File: src/rtl/gtech_pad_pkg.sv
// Shared constants, arbiter state encoding and helpers for the pad-input controller.
package gtech_pad_pkg;

  localparam int N_PADS_DEF      = 8;
  localparam int SYNC_STAGES_DEF = 2;
  localparam int THR_W_DEF       = 8;

  typedef enum logic {
    IDLE    = 1'b0,
    PRESENT = 1'b1
  } arb_state_t;

  // Width of an index into a bank of n pads (at least one bit).
  function automatic int idx_width(input int n);
    return (n > 1) ? $clog2(n) : 1;
  endfunction

endpackage

File: src/rtl/gtech_pad_filter.sv
// One pad: synchroniser chain, debounce counter and qualified-edge strobes.
module gtech_pad_filter
  import gtech_pad_pkg::*;
#(
  parameter int SYNC_STAGES = SYNC_STAGES_DEF,
  parameter int THR_W       = THR_W_DEF
) (
  input  logic             clk,
  input  logic             rst,
  input  logic             din,
  input  logic [THR_W-1:0] cfg_thr,
  output logic             level,
  output logic             rise_strb,
  output logic             fall_strb
);

  logic [SYNC_STAGES-1:0] sync_reg;
  logic [THR_W-1:0]       cnt_reg;
  logic                   level_reg;
  logic                   sync_out;
  logic                   differs;
  logic                   thr_hit;
  logic [THR_W-1:0]       thr_last;

  assign sync_out = sync_reg[SYNC_STAGES-1];
  assign differs  = (sync_out != level_reg);
  // A threshold of 0 is treated as 1, so the terminal count never wraps.
  assign thr_last = (cfg_thr == '0) ? '0 : (cfg_thr - THR_W'(1));
  assign thr_hit  = differs && (cnt_reg == thr_last);

  // Shift the asynchronous pad level through the synchroniser chain.
  always_ff @(posedge clk or posedge rst) begin
    if (rst) sync_reg <= '0;
    else     sync_reg <= {sync_reg[SYNC_STAGES-2:0], din};
  end

  // Count consecutive mismatch cycles and commit the new level at the threshold.
  always_ff @(posedge clk or posedge rst) begin
    if (rst) begin
      cnt_reg   <= '0;
      level_reg <= 1'b0;
    end else if (!differs || thr_hit) begin
      cnt_reg <= '0;
      if (thr_hit) level_reg <= sync_out;
    end else begin
      cnt_reg <= cnt_reg + THR_W'(1);
    end
  end

  // Strobes coincide with the clock edge on which the level register updates.
  assign level     = level_reg;
  assign rise_strb = thr_hit & sync_out;
  assign fall_strb = thr_hit & ~sync_out;

endmodule

File: src/rtl/gtech_pad_in_ctrl.sv
// Pad-bank conditioner: per-pad filters, pending/overflow tracking, round-robin
// event arbiter with valid/ready output and registered interrupt.
module gtech_pad_in_ctrl
  import gtech_pad_pkg::*;
#(
  parameter int  N_PADS      = N_PADS_DEF,
  parameter int  SYNC_STAGES = SYNC_STAGES_DEF,
  parameter int  THR_W       = THR_W_DEF,
  localparam int IDX_W       = idx_width(N_PADS)
) (
  input  logic              CLK,
  input  logic              RST,
  input  logic [N_PADS-1:0] DATA_IN,
  input  logic [THR_W-1:0]  CFG_THR,
  input  logic [N_PADS-1:0] CFG_RISE_EN,
  input  logic [N_PADS-1:0] CFG_FALL_EN,
  output logic [N_PADS-1:0] DATA_OUT,
  output logic              EVT_VALID,
  input  logic              EVT_READY,
  output logic [IDX_W-1:0]  EVT_IDX,
  output logic              EVT_RISE,
  output logic              IRQ,
  output logic              OVF,
  input  logic              OVF_CLR
);

  logic [N_PADS-1:0] level;
  logic [N_PADS-1:0] rise_strb;
  logic [N_PADS-1:0] fall_strb;
  logic [N_PADS-1:0] qual;
  logic [N_PADS-1:0] clr_vec;
  logic [N_PADS-1:0] pend_reg, pend_next;
  logic [N_PADS-1:0] rise_reg, rise_next;
  logic              ovf_reg, ovf_next, ovf_hit;
  logic              irq_reg;
  logic              hs;

  arb_state_t        state_reg, state_next;
  logic [IDX_W-1:0]  ptr_reg, ptr_next;
  logic [IDX_W-1:0]  idx_reg, idx_next;
  logic              evt_rise_reg, evt_rise_next;
  logic [IDX_W-1:0]  rr_idx, hi_idx, lo_idx;
  logic              hi_found, lo_found;

  assign hs = (state_reg == PRESENT) && EVT_READY;

  genvar gi;
  generate
    for (gi = 0; gi < N_PADS; gi++) begin : g_pad
      gtech_pad_filter #(
        .SYNC_STAGES(SYNC_STAGES),
        .THR_W      (THR_W)
      ) u_filter (
        .clk      (CLK),
        .rst      (RST),
        .din      (DATA_IN[gi]),
        .cfg_thr  (CFG_THR),
        .level    (level[gi]),
        .rise_strb(rise_strb[gi]),
        .fall_strb(fall_strb[gi])
      );
      // Pad served by the handshake completing on this edge.
      assign clr_vec[gi] = hs && (idx_reg == IDX_W'(gi));
    end
  endgenerate

  // A new qualified edge outranks a same-cycle clear, so it never counts as overflow.
  assign qual      = (rise_strb & CFG_RISE_EN) | (fall_strb & CFG_FALL_EN);
  assign pend_next = qual | (pend_reg & ~clr_vec);
  assign rise_next = (qual & rise_strb) | (~qual & rise_reg);
  assign ovf_hit   = |(qual & pend_reg & ~clr_vec);
  assign ovf_next  = (ovf_reg & ~OVF_CLR) | ovf_hit;

  // Pending/rise bookkeeping, sticky overflow and interrupt.
  always_ff @(posedge CLK or posedge RST) begin
    if (RST) begin
      pend_reg <= '0;
      rise_reg <= '0;
      ovf_reg  <= 1'b0;
      irq_reg  <= 1'b0;
    end else begin
      pend_reg <= pend_next;
      rise_reg <= rise_next;
      ovf_reg  <= ovf_next;
      irq_reg  <= |pend_reg;
    end
  end

  // Round-robin search: lowest pending index above the pointer, else lowest overall.
  always_comb begin
    hi_found = 1'b0;
    lo_found = 1'b0;
    hi_idx   = '0;
    lo_idx   = '0;
    for (int j = N_PADS - 1; j >= 0; j--) begin
      if (pend_reg[j]) begin
        lo_found = 1'b1;
        lo_idx   = IDX_W'(j);
        if (IDX_W'(j) > ptr_reg) begin
          hi_found = 1'b1;
          hi_idx   = IDX_W'(j);
        end
      end
    end
    rr_idx = hi_found ? hi_idx : lo_idx;
  end

  // Arbiter next state: capture an event in IDLE, hold it in PRESENT until accepted.
  always_comb begin
    state_next    = state_reg;
    ptr_next      = ptr_reg;
    idx_next      = idx_reg;
    evt_rise_next = evt_rise_reg;
    case (state_reg)
      IDLE: begin
        if (lo_found) begin
          idx_next      = rr_idx;
          evt_rise_next = rise_reg[rr_idx];
          state_next    = PRESENT;
        end
      end
      PRESENT: begin
        if (EVT_READY) begin
          ptr_next   = idx_reg;
          state_next = IDLE;
        end
      end
      default: state_next = IDLE;
    endcase
  end

  // Arbiter state register; the pointer starts so that pad 0 wins first.
  always_ff @(posedge CLK or posedge RST) begin
    if (RST) begin
      state_reg    <= IDLE;
      ptr_reg      <= IDX_W'(N_PADS - 1);
      idx_reg      <= '0;
      evt_rise_reg <= 1'b0;
    end else begin
      state_reg    <= state_next;
      ptr_reg      <= ptr_next;
      idx_reg      <= idx_next;
      evt_rise_reg <= evt_rise_next;
    end
  end

  assign DATA_OUT  = level;
  assign EVT_VALID = (state_reg == PRESENT);
  assign EVT_IDX   = idx_reg;
  assign EVT_RISE  = evt_rise_reg;
  assign IRQ       = irq_reg;
  assign OVF       = ovf_reg;

endmodule

File: config.mk
export PLATFORM = sky130hd
export DESIGN_NAME = gtech_pad_in_ctrl
export DESIGN_NICKNAME = d
export VERILOG_FILES = /design/src/rtl/gtech_pad_pkg.sv /design/src/rtl/gtech_pad_filter.sv /design/src/rtl/gtech_pad_in_ctrl.sv
export SDC_FILE = /design/constraint.sdc
export NUM_CORES = 1
export LEC_CHECK = 0
export BUFFER_PORTS_ARGS = -buffer_cell sky130_fd_sc_hd__buf_2
export CAP_MARGIN = 25
export CORE_MARGIN = 2
export CORE_UTILIZATION = 55
export DETAILED_ROUTE_END_ITERATION = 12
export GPL_ROUTABILITY_DRIVEN = 0
export PLACE_DENSITY = 0.76
export SLEW_MARGIN = 20
export SYNTH_ARGS = -nofsm -noshare
export SYNTH_HDL_FRONTEND = slang
export SYNTH_SLANG_ARGS = --single-unit
File: constraint.sdc
create_clock -name CLK -period 4.6 [get_ports CLK]
set_input_delay 0 -clock CLK [delete_from_list [all_inputs] [get_ports CLK]]
set_output_delay 0 -clock CLK [all_outputs]
set_load 0.02 [all_outputs]
==> metrics.csv <==
stage,metric,value,unit
outcome,outcome,"finished, final reports clean",
place,number of port buffers,50,
min_path,hold wc startpoint,CFG_RISE_EN[2],
clocking,Worst-path clk slew,0.05,ns
die,Die Height,118,um
setup_path,crit end category,flip-flop,
timing,Slew @ Worst Pin,0.905,ns
yosys,Syn Nets,812,
yosys,Yosys cell types,85,
clocking,CTS tree,built,
place,Place WS,1.21,ns
clocking,CTS Buf Count,17,
timing,Fin. Hold Viols,0,
flow_run,Max-Cap Viols,0,
yosys,Mapped Cells,767,
drt,Detailed Routing Iterations Pass 1,8,
global_route,largest net degree at the start of global routing,59,
cells_and_area,proportion of layout cells with a drive suffix above 1,14.6,%
setup_path,CP Launch Point,CFG_THR[0],
clocking,# H-tree levels,4,
global_route,total grt overflow,0,
cells_and_area,FILL cells,1048,
global_route,initial antenna violation count,0,
die,# IOs,51,
drt,post-route ant nets,0,
timing,"Setup violations, final",0,
timing,RSZ-0062 raised after global routing,false,
setup_path,critical path class,in -> reg,
yosys,#FFs+latches synth,114,
yosys,Post-Syn Area,7090,um^2
global_route,first-pass GRT wire length,30300,um
die,Initial Util,56.2,%
setup_path,slowest library cell on the worst path,o21ai_0,
yosys,synthesized area per cell,9.25,um^2
global_route,GRT busiest layer,met2,
setup_path,"Data arrival, critical path",3.92,ns
clocking,clock tree buffer depth,2,
drt,Post-Route WL,18500,um
cells_and_area,flip-flop count of the largest register after layout,64,
clocking,Sink Count,114,
timing,Worst Slack Setup Final,0.980,ns
die,# rows,41,
timing,crit path time final,3.62,ns
pwr,Worst IR Drop VDD,303,uV
cells_and_area,final net count,870,
global_route,global routing usage on met3,6.25,%
drt,WL per Instance,18.3,um
place,area post-placement,7350,um^2
timing,fmax,276,MHz
die,die area,13800,um^2
setup_path,Reg2Reg Launch Point,g_pad[6].u_filter.cnt_reg[1],
min_path,worst min-delay path class,in -> reg,
drt,Via-to-Cell Ratio,6.23,
yosys,"Seq/Total Area, Yosys",40.3,%
yosys,yosys warns,0,
cells_and_area,most frequent cells in the layout,"dfrtp_1, nor2_1, nand3_1, buf_2",
global_route,vias in the first global route,6126,
cells_and_area,fin area,8160,um^2
cells_and_area,# diodes,0,
yosys,Post-synth EDFFs,0,
drt,DRT iter0 DRCs,769,
yosys,Post-synth ARST share,100,%
cells_and_area,area grow syn2layout,15.1,%
global_route,met2 GRT Util,43.9,%
setup_path,CP max stage delay,0.76,ns
place,dpl hpwl,13100,um
timing,Slew HR,39.0,%
setup_path,critical path launch point type,input port,
setup_path,Crit path required time,4.90,ns
timing,Worst Skew,0.00784,ns
clocking,root buf cell,clkbuf_16,
clocking,Worst-Skew Late Latency,0.42,ns
cells_and_area,"commonest non-fill, non-tap cell in the layout",dfrtp_1,
die,core area,12600,um^2
timing,fin crit share,78.7,%
pwr,leakage,0.00355,uW
pwr,Power Dens Cells,434,nW/um^2
yosys,"Top FF cell, synth",dfrtp_1,
die,die outline width,118,um
setup_path,"Max FO, Critical Path",14,
global_route,GRT Util Overall,27.6,%
timing,setup TNS,0,ns
setup_path,"Cell Chain, Critical Path",buf_2 > inv_1 > ha_1 > or4b_4 > o21ai_0 > nand3_1 > a222oi_1 > nand4b_1 > nand3b_1 > a22o_1 > dlygate4sd3_1,
timing,pins over their slew limit,0,
drt,routed vias,6291,
drt,DRC,0,
clocking,Post-CTS Setup Inserts,0,
global_route,met1 Usage GRT,35.7,%
## what timing repair did
| item | 4_1_cts | 5_1_grt |
|---|---|---|
| gates resized for setup | 0 | 0 |
| hold endpoints to repair | 76 | 0 |
| hold buffers | 25 | 0 |
## final cells by class
type | instances | area (um^2) | area share, %
Timing Repair Buffer | 79 | 531 | 6.50
Sequential cell | 114 | 2860 | 35.0
Inverter | 21 | 81.3 | 0.996
Clock inverter | 11 | 114 | 1.40
Tap cell | 172 | 215 | 2.64
Clock buffer | 20 | 447 | 5.47
Multi-Input combinational cell | 592 | 3920 | 48.0
## synth_stat cells (all sizes together), types with 16 or more instances
cell type / number / area [um^2]
dfrtp: 111 / 2780
nor3: 16 / 85.1
a21oi: 16 / 91.3
xnor2: 32 / 280
o21ai: 50 / 250
and3: 26 / 164
nand2: 42 / 160
buf: 25 / 173
nand3: 54 / 270
xor2: 48 / 420
nor2: 89 / 334
or3: 16 / 100
inv: 21 / 78.8
## worst max-delay path, delay by kind of cell
kind	cells	cell delay (ns)
buf+inv	3	0.87
fa+ha+maj	1	0.42
simple gates	4	1.37
compound gates	3	1.25
## where the power goes
part / internal [uW] / switching [uW] / total [uW] / leakage [uW]
Combinational: 390 / 491 / 881 / 0.00179
Sequential: 1160 / 256 / 1410 / 0.00149
Clock: 800 / 449 / 1250 / 0.000275
## kinds of logic after synthesis
logic type | synth area share, %
AOI/OAI and AO/OA | 16.0
xor gates and xnor gates | 10.5
adders and majority gates | 1.59
buffers and inverters | 4.50
DFF | 40.3
muxes | 3.03
and+or+nand+nor | 24.1
## final timing paths
check	to	slack, ns	cells after the start
max	flip-flop	0.98	11
min	flip-flop	0.03	5
max reg2reg	flip-flop	1.45	8
min reg2reg	g_pad[2].u_filter.sync_reg[1]	0.34	0
max in group asynchronous	g_pad[4].u_filter.cnt_reg[3]	3.17	4
min in group asynchronous	EVT_RISE	0.25	3
## layer usage
layer | part of all wire (%) | vias to the layer above
met2 | 47 | 292
li1 | - | 2905
met1 | 41 | 3032
met5 | 0 | -
met3 | 8.6 | 62
met4 | 2.9 | 0
## metrics by stage
step	hold WS (ns)	utilization [%]	power, uW	instances
after global routing	0.0467	64.7	3750	1009
after detailed placement	0.109	58.2	2270	953
final	0.0318	64.7	3540	1009
after global placement	0.108	58.2	2230	953
after CTS	0.00958	64.7	3550	1009
after floorplan	0.0314	-	2040	767
Note: power is estimated with default switching activity, not from simulation.
